==> src/rtl/sipo_deserializer.sv <==
// sipo_deserializer
// Serial-in / parallel-out word assembler. Collects WIDTH bits from the
// upstream flip-flop's registered output and hands each completed word to a
// consumer through a single-entry holding register with a valid/ready
// handshake. A word that completes while the holding register is still
// occupied, and is not being taken on that edge, is dropped and flagged by
// the sticky overrun flag.

module sipo_deserializer #(
  parameter int WIDTH     = 8,
  parameter bit MSB_FIRST = 1'b1
) (
  input  logic                       i_clk,
  input  logic                       i_rst,
  input  logic                       i_serial_in,
  input  logic                       i_shift_en,
  input  logic                       i_clear,
  input  logic                       i_data_ready,
  output logic [WIDTH-1:0]           o_data_out,
  output logic                       o_data_valid,
  output logic                       o_overrun,
  output logic [$clog2(WIDTH+1)-1:0] o_bit_count
);

  localparam int CW = $clog2(WIDTH + 1);
  localparam logic [CW-1:0] LAST_BIT = CW'(WIDTH - 1);

  // State
  logic [WIDTH-1:0] r_sr;
  logic [CW-1:0]    r_bit_count;
  logic [WIDTH-1:0] r_data_out;
  logic             r_data_valid;
  logic             r_overrun;

  // Next-state and qualifier wires
  logic [WIDTH-1:0] w_sr_next;
  logic [WIDTH-1:0] w_sr_d;
  logic [CW-1:0]    w_bit_count_d;
  logic [WIDTH-1:0] w_data_out_d;
  logic             w_data_valid_d;
  logic             w_overrun_d;
  logic             w_accept;
  logic             w_complete;
  logic             w_take;

  // Shift-register next value in the configured bit order
  always_comb begin
    w_sr_next = r_sr;
    if (MSB_FIRST) begin
      w_sr_next = {r_sr[WIDTH-2:0], i_serial_in};
    end else begin
      w_sr_next = {i_serial_in, r_sr[WIDTH-1:1]};
    end
  end

  // Handshake and word-completion qualifiers; clear suppresses any completion
  always_comb begin
    w_accept   = i_shift_en & ~i_clear;
    w_complete = w_accept & (r_bit_count == LAST_BIT);
    w_take     = r_data_valid & i_data_ready;
  end

  // Shift register and bit counter next state; clear wins over shift_en
  always_comb begin
    w_sr_d        = r_sr;
    w_bit_count_d = r_bit_count;
    if (i_clear) begin
      w_sr_d        = {WIDTH{1'b0}};
      w_bit_count_d = {CW{1'b0}};
    end else if (i_shift_en) begin
      w_sr_d = w_sr_next;
      if (w_complete) begin
        w_bit_count_d = {CW{1'b0}};
      end else begin
        w_bit_count_d = r_bit_count + CW'(1);
      end
    end else begin
      w_sr_d        = r_sr;
      w_bit_count_d = r_bit_count;
    end
  end

  // Holding register: load on completion if empty or being emptied, else drop
  always_comb begin
    w_data_out_d   = r_data_out;
    w_data_valid_d = r_data_valid;
    if (w_complete) begin
      if (!r_data_valid || w_take) begin
        w_data_out_d   = w_sr_next;
        w_data_valid_d = 1'b1;
      end else begin
        w_data_out_d   = r_data_out;
        w_data_valid_d = r_data_valid;
      end
    end else if (w_take) begin
      w_data_valid_d = 1'b0;
    end else begin
      w_data_valid_d = r_data_valid;
    end
  end

  // Sticky overrun: set when a completed word is dropped, cleared only by clear
  always_comb begin
    w_overrun_d = r_overrun;
    if (i_clear) begin
      w_overrun_d = 1'b0;
    end else if (w_complete && r_data_valid && !w_take) begin
      w_overrun_d = 1'b1;
    end else begin
      w_overrun_d = r_overrun;
    end
  end

  // State registers with asynchronous reset discarding any partial word
  always_ff @(posedge i_clk or posedge i_rst) begin
    if (i_rst) begin
      r_sr         <= {WIDTH{1'b0}};
      r_bit_count  <= {CW{1'b0}};
      r_data_out   <= {WIDTH{1'b0}};
      r_data_valid <= 1'b0;
      r_overrun    <= 1'b0;
    end else begin
      r_sr         <= w_sr_d;
      r_bit_count  <= w_bit_count_d;
      r_data_out   <= w_data_out_d;
      r_data_valid <= w_data_valid_d;
      r_overrun    <= w_overrun_d;
    end
  end

  assign o_data_out   = r_data_out;
  assign o_data_valid = r_data_valid;
  assign o_overrun    = r_overrun;
  assign o_bit_count  = r_bit_count;

endmodule

==> config.mk <==
export PLATFORM = sky130hd
export DESIGN_NAME = sipo_deserializer
export DESIGN_NICKNAME = d
export VERILOG_FILES = /design/src/rtl/sipo_deserializer.sv
export SDC_FILE = /design/constraint.sdc
export NUM_CORES = 1
export LEC_CHECK = 0
export ABC_AREA = 1
export CORE_ASPECT_RATIO = 0.9
export CORE_UTILIZATION = 40
export CTS_CLUSTER_SIZE = 25
export DETAILED_ROUTE_END_ITERATION = 12
export MAX_ROUTING_LAYER = met4
export PLACE_DENSITY = 0.74
export SKIP_CTS_REPAIR_TIMING = 1
export SLEW_MARGIN = 20
export SYNTH_ARGS = -nofsm -noshare
export SYNTH_HDL_FRONTEND = slang
export SYNTH_SLANG_ARGS = --single-unit
==> constraint.sdc <==
create_clock -name i_clk -period 1.1 [get_ports i_clk]
set_clock_uncertainty 0.1 [all_clocks]
set_input_delay 0.275 -clock i_clk [delete_from_list [all_inputs] [get_ports i_clk]]
set_output_delay 0.275 -clock i_clk [all_outputs]
set_load 0.05 [all_outputs]
# ---- Word level (Yosys, flattened, before mapping)
# Index checks and enable logic that the tools add are counted.
dict set report word_totals {
  regBits 21
  latchBits 0
  ramBits 0
  mem_bits_ro 0
  in_bits 6
  elab_cells 32
  mem_count 0
}
dict set report op_classes {
  n_addsub 1
  n_mul 0
  div_mod_pow 0
  order_cmp 0
  n_eq_ne 2
  shift 0
  mux 10
  bitwise_logic 4
  n_reduce_logical 10
}
# operator count
set op_table {}
lappend op_table {{2-to-1 mux 7 bit} 2}
lappend op_table {{2-to-1 mux 4 bit} 3}
lappend op_table {{nonzero test 2 bit} 3}
lappend op_table {{2-to-1 mux 1 bit} 5}
lappend op_table {{adder 4 x 1 -> 4 bit, second input constant} 1}
lappend op_table {{== test 4 x 3 -> 1 bit, second input constant} 1}
lappend op_table {{AND reduction 2 bit} 2}
lappend op_table {{AND 1 bit} 3}
lappend op_table {{logical AND 1 bit} 2}
lappend op_table {{zero test 1 bit} 2}
lappend op_table {{!= test 2 x 1 -> 1 bit, second input constant} 1}
lappend op_table {{logical OR 1 bit} 1}
lappend op_table {{NOT 1 bit} 1}

# ---- Depth between registers and ports, before layout
# Gate-level depths: netlist of the first run.
dict set report logic_depth {
  ltp_word 7
  depth_mapped 6
  depth_no_buf 6
}

# ---- Least setup slack after synthesis of the first run
# Ideal clock, no wire load.
dict set report synth_path {
  kind {register -> register}
  start {reg r_bit_count[0] (netlist: o_bit_count[0])}
  end {reg r_overrun (netlist: o_overrun)}
  setup_ps 74
  arrival_time_ps 1419
  path_slack_ps -493
  path_stages_with_launch 7
  synth_period_minus_slack_ps 1593
  cell_sequence {dfrtp_1 -> ha_1 -> nand2_2 -> nor2_4 -> buf_6 -> nand2_4 -> o21ai_2}
}
dict set report synth_via {
  elab_chain_cells 5
}
# element line
set synth_lines {}
lappend synth_lines {{start, declared} 30} ;# logic [CW-1:0] r_bit_count;
lappend synth_lines {{start signal, assigned} 118} ;# r_bit_count <= {CW{1'b0}};
lappend synth_lines {{start signal, assigned} 124} ;# r_bit_count <= w_bit_count_d;
lappend synth_lines {{== test 4 x 3 -> 1 bit} 59} ;# w_complete = w_accept & (r_bit_count == LAST_BIT);
lappend synth_lines {{AND 1 bit} 59}
lappend synth_lines {{logical AND 1 bit (2 in a row)} 107} ;# end else if (w_complete && r_data_valid && !w_take) begin
lappend synth_lines {{nonzero test 2 bit (no line)} n/a}
lappend synth_lines {{end signal, assigned} 127} ;# r_overrun <= w_overrun_d;
lappend synth_lines {{end, declared} 33} ;# logic r_overrun;
# No other way between the ends.
# A chain may end at the register's enable or synchronous reset.

# ---- Worst setup path after layout of the first run
dict set report layout_path {
  start {reg r_bit_count[1] (netlist: o_bit_count[1])}
  end {out o_bit_count[1]}
}
# element line
set layout_rtl {}
lappend layout_rtl {{end, declared} 22} ;# output logic [$clog2(WIDTH+1)-1:0] o_bit_count
# No word-level cell between the ends.

==> results of run 1 <==
-- flip-flops by register name, summed over array words and instances, names as in the netlist --
| register | flops |
|---|---|
| o_data_valid | 1 |
| o_data_out | 8 |
| r_sr | 7 |
| o_bit_count | 4 |
| o_overrun | 1 |
-- cell usage after synthesis (all sizes together) --
cell,instances
nand2,28
dfrtp,21
inv,13
nand4,9
o22ai,5
nor2,4
o21ai,4
nand3,3
buf,2
a21oi,1
a22o,1
ha,1
nor3,1
o21bai,1
-- routing by layer --
layer  GRT usage  vias to the layer above  routed length (µm)
met4      0.0842                        0                 110
met2       0.347                       45                1380
met3      0.0349                       16                 120
li1            -                      413                   -
met1       0.214                      429                1000
met5           -                        -                   0
-- cell type report --
type	count	share of cell area
Clock buffer	3	0.0139
Timing Repair Buffer	48	0.374
Inverter	13	0.0301
Multi-Input combinational cell	58	0.230
Clock inverter	1	0.00309
Tap cell	27	0.0209
Sequential cell	21	0.328
-- cells by family (layout without fill, tap and decap cells) --
logic type | count (synthesis) | after routing | synth area share
and+or+nand+nor | 45 | 45 | 0.260
AOI/OAI and AO/OA | 12 | 12 | 0.0831
buffers and inverters | 15 | 65 | 0.0708
adders and majority gates | 1 | 1 | 0.0136
DFF | 21 | 21 | 0.572
-- worst max-delay path, stage by stage (launching register included) --
cell	delay, ns
dfrtp_2	0.46
buf_6	0.14
buf_12	0.14
-- power breakdown --
group / switching (µW) / internal, µW
Clock: 261 / 136
Combinational: 108 / 103
Sequential: 11.0 / 784
Total: 380 / 1020
-- through the flow --
step	cells	util
6_report	171	0.749
2_1_floorplan	94	-
3_5_place_dp	153	0.663
5_1_grt	171	0.749
3_3_place_gp	153	0.663
4_1_cts	157	0.676
-- worst paths after layout --
path	from	to	slack, ns	depth (start not counted)
worst max-delay path	o_bit_count[1]	o_bit_count[1]	-0.32	2
worst min-delay path	i_rst	o_overrun	0.16	3
worst max register to register	o_bit_count[1]	o_data_out[6]	-0.25	6
worst min register to register	r_sr[2]	o_data_out[3]	0.47	2
max in group asynchronous	i_rst	o_bit_count[0]	0.59	3
min in group i_clk	i_clear	o_bit_count[2]	0.23	2
==> qor.yml, run 1 <==
tightest_slew_ns: 0.322
cap_violations: 0
ys_ff_latch: 21
crit_arrival_ns: 1.05
htreeDepth: 1
tns_ns: -5.63
route.detailed.drc: 0
required_ns: 0.72
drtIter0Drc: 36
place_area_um2: 1430
yosysTopAreaCell: "dfrtp_1"
syn_to_final_growth_pct: 76.3
clockRootBuffer: "clkbuf_4"
rsz0062_at_grt: "yes"
final_area_um2: 1620
fmax_ghz: 0.703
maxSlewViolCount: 0
crit_fanout: 2
die_w_um: 52.5
synth.area.top_cells: "dfrtp_1, nand2_1, nand4_1, inv_1, o22ai_1"
clock_latency_ns: 0.32
place_ws_ns: -0.488
fin_crit_ns: 1.42
hold_ws_ns: 0.163
hold_violations: 0
hp-class: "in2async"
mostFrequentLayoutCell: "buf_4"
antenna_found_initial: 0
grt_remaining_overflow: 0
end_kind: "output port"
wl_per_cell_um: 15.3
wl_um: 2610
ys_seq_area_frac: 0.572
die_y_um: 47.5
failed_checks: "setup timing"
syn_area_per_cell_um2: 9.77
syn_nets: 101
place_hpwl_um: 1630
regArea_um2: 531
synth_top_cell_area_share: 0.572
slew_headroom: 0.785
final_nets: 152
p_leak_uw: 0.000797
ys_warn_count: 0
final_cell_mix: "buf_4, nand2_1, dfrtp_1, buf_12"
setup_viol: 28
cts_buffers: 3
grt_pass1_wl_um: 3280
floorplan.initialDensity: 0.425
synth_cell_types: 22
multi_input_area_um2: 373
place_congestion: 0.821
post-route-period-util: 1.29
cts_tree: "yes"
postRouteAntennaNets: 0
io_buffers: 19
status: "finished with violations"
firstDrtPassIters: 4
ios: 20
rows: 16
vias_per_cell: 5.28
setup_ws_ns: -0.323
cts_sinks: 21
cts.clk_slew.worst_paths_ns: 0.13
total_power_uw: 1400
powerDensity_nw_per_um2: 866
postSynthCellCount: 94
fillers: 136
num_antenna_cells: 0
synth_area_um2: 918
grt_usage: 0.193
startpoint_type: "flop"
grt_max_degree: 22
clockBufferDepth: 2
vias: 903
path_class: "reg2out"
first_global_vias: 764
ir_worst_vdd_uv: 889
fp.coreArea_um2: 2160
drive_above_1_share: 0.493
dieArea_um2: 2490
Note: power is estimated with default switching activity, not from simulation.
==> inputs of run 2 (changes only) <==
--- a/config.mk
+++ b/config.mk
@@ -10,8 +10,9 @@
 export CORE_UTILIZATION = 40
 export CTS_CLUSTER_SIZE = 25
 export DETAILED_ROUTE_END_ITERATION = 12
+export HOLD_SLACK_MARGIN = 0.08
 export MAX_ROUTING_LAYER = met4
-export PLACE_DENSITY = 0.74
+export PLACE_DENSITY = 0.71
 export SKIP_CTS_REPAIR_TIMING = 1
 export SLEW_MARGIN = 20
 export SYNTH_ARGS = -nofsm -noshare
==> constraint.sdc (replaced) <==
create_clock -name i_clk -period 1.4 [get_ports i_clk]
set_clock_uncertainty 0.1 [all_clocks]
set_input_delay 0.35 -clock i_clk [delete_from_list [all_inputs] [get_ports i_clk]]
set_output_delay 0.35 -clock i_clk [all_outputs]
set_load 0.05 [all_outputs]
==> qor.yml, run 2 (synthesis gave the netlist of run 1 again) <==
status: "finished with violations"
failed_checks: "setup timing"
grt_max_degree: 22
post-route-period-util: 1.03
startpoint_type: "flop"
grt_usage: 0.168
powerDensity_nw_per_um2: 733
clockBufferDepth: 2
dieArea_um2: 2490
floorplan.initialDensity: 0.425
maxSlewViolCount: 0
grt_pass1_wl_um: 2970
vias_per_cell: 4.88
place_hpwl_um: 1490
slew_headroom: 0.822
postRouteAntennaNets: 0
final_nets: 137
drtIter0Drc: 10
clockRootBuffer: "clkbuf_4"
clock_latency_ns: 0.29
io_buffers: 19
ios: 20
hold_violations: 0
die_y_um: 47.5
cts_buffers: 3
vias: 761
num_antenna_cells: 0
antenna_found_initial: 0
wl_um: 1950
cts_sinks: 21
cts.clk_slew.worst_paths_ns: 0.11
final_cell_mix: "nand2_1, dfrtp_1, buf_12"
p_leak_uw: 0.000668
end_kind: "output port"
cts_tree: "yes"
required_ns: 0.95
crit_fanout: 3
total_power_uw: 1040
rows: 16
grt_remaining_overflow: 0
fin_crit_ns: 1.44
syn_to_final_growth_pct: 54.5
mostFrequentLayoutCell: "nand2_1"
setup_ws_ns: -0.0401
rsz0062_at_grt: "yes"
tightest_slew_ns: 0.267
die_w_um: 52.5
hp-class: "in2async"
ir_worst_vdd_uv: 535
cap_violations: 0
utilization: 0.656
fp.coreArea_um2: 2160
setup_viol: 1
wl_per_cell_um: 12.5
tns_ns: -0.0401
htreeDepth: 1
largest_reg_flops: 8
firstDrtPassIters: 4
place_congestion: 0.821
crit_arrival_ns: 0.99
drive_above_1_share: 0.372
fmax_ghz: 0.694
route.detailed.drc: 0
path_class: "reg2out"
first_global_vias: 721
==> run 2: changes by cell type in the layout (fill, tap and decap cells not counted), moves of 2 or more <==
cell	before	now
nand2_1	21	25
nand2_2	5	2
buf_4	22	13
buf_6	4	1
buf_12	17	14
clkdlybuf4s50_1	3	5
dlymetal6s2s_1	2	0
==> run 2: routing by layer <==
layer | share of wire | up-vias | wire length [µm] | GRT usage
met1 | 0.44 | 367 | 863 | 0.210
li1 | - | 387 | - | -
met4 | 0 | 0 | 0 | 0.0368
met2 | 0.54 | 7 | 1060 | 0.296
met3 | 0.014 | 0 | 27 | 0.0190
met5 | 0 | - | 0 | -
==> run 2: final timing paths <==
path / start / cells after the start / endpoint / slack, ns
max: o_bit_count[1] / 2 / o_bit_count[1] / -0.04
max reg2reg: o_bit_count[1] / 7 / o_data_out[4] / 0.05
min reg2reg: r_sr[6] / 2 / r_sr[6] / 0.43
max in group asynchronous: i_rst / 3 / o_bit_count[1] / 0.69
min: i_rst / 3 / o_overrun / 0.28
min in group i_clk: r_sr[6] / 2 / r_sr[6] / 0.43
==> run 2: through the flow <==
step	setup slack, ns	cells	instance area [µm²]	hold slack, ns
floorplan	0.0127	94	935	0.226
global placement	-0.195	150	1370	0.404
detailed placement	-0.265	150	1370	0.407
CTS	-0.0999	154	1400	0.274
global route	-0.0650	156	1420	0.308
finish	-0.0401	156	1420	0.275
==> run 2: where the power goes <==
part	total [µW]	internal [µW]	switching (µW)	leakage (µW)
combinational	138	64.7	73.1	0.000368
clock	276	110	165	0.0000150
sequential	627	616	11.2	0.000285
==> run 2: layout make-up <==
cell class / instances / area (µm²)
Clock buffer: 4 / 26.3
Fill cell: 172 / 743
Inverter: 13 / 48.8
Multi-Input combinational cell: 58 / 340
Sequential cell: 21 / 531
Tap cell: 27 / 33.8
Timing Repair Buffer: 33 / 439
==> run 2: critical path, stage by stage, from the launching register on <==
cell     delay (ns)
dfrtp_2        0.44
buf_6          0.13
buf_12         0.14
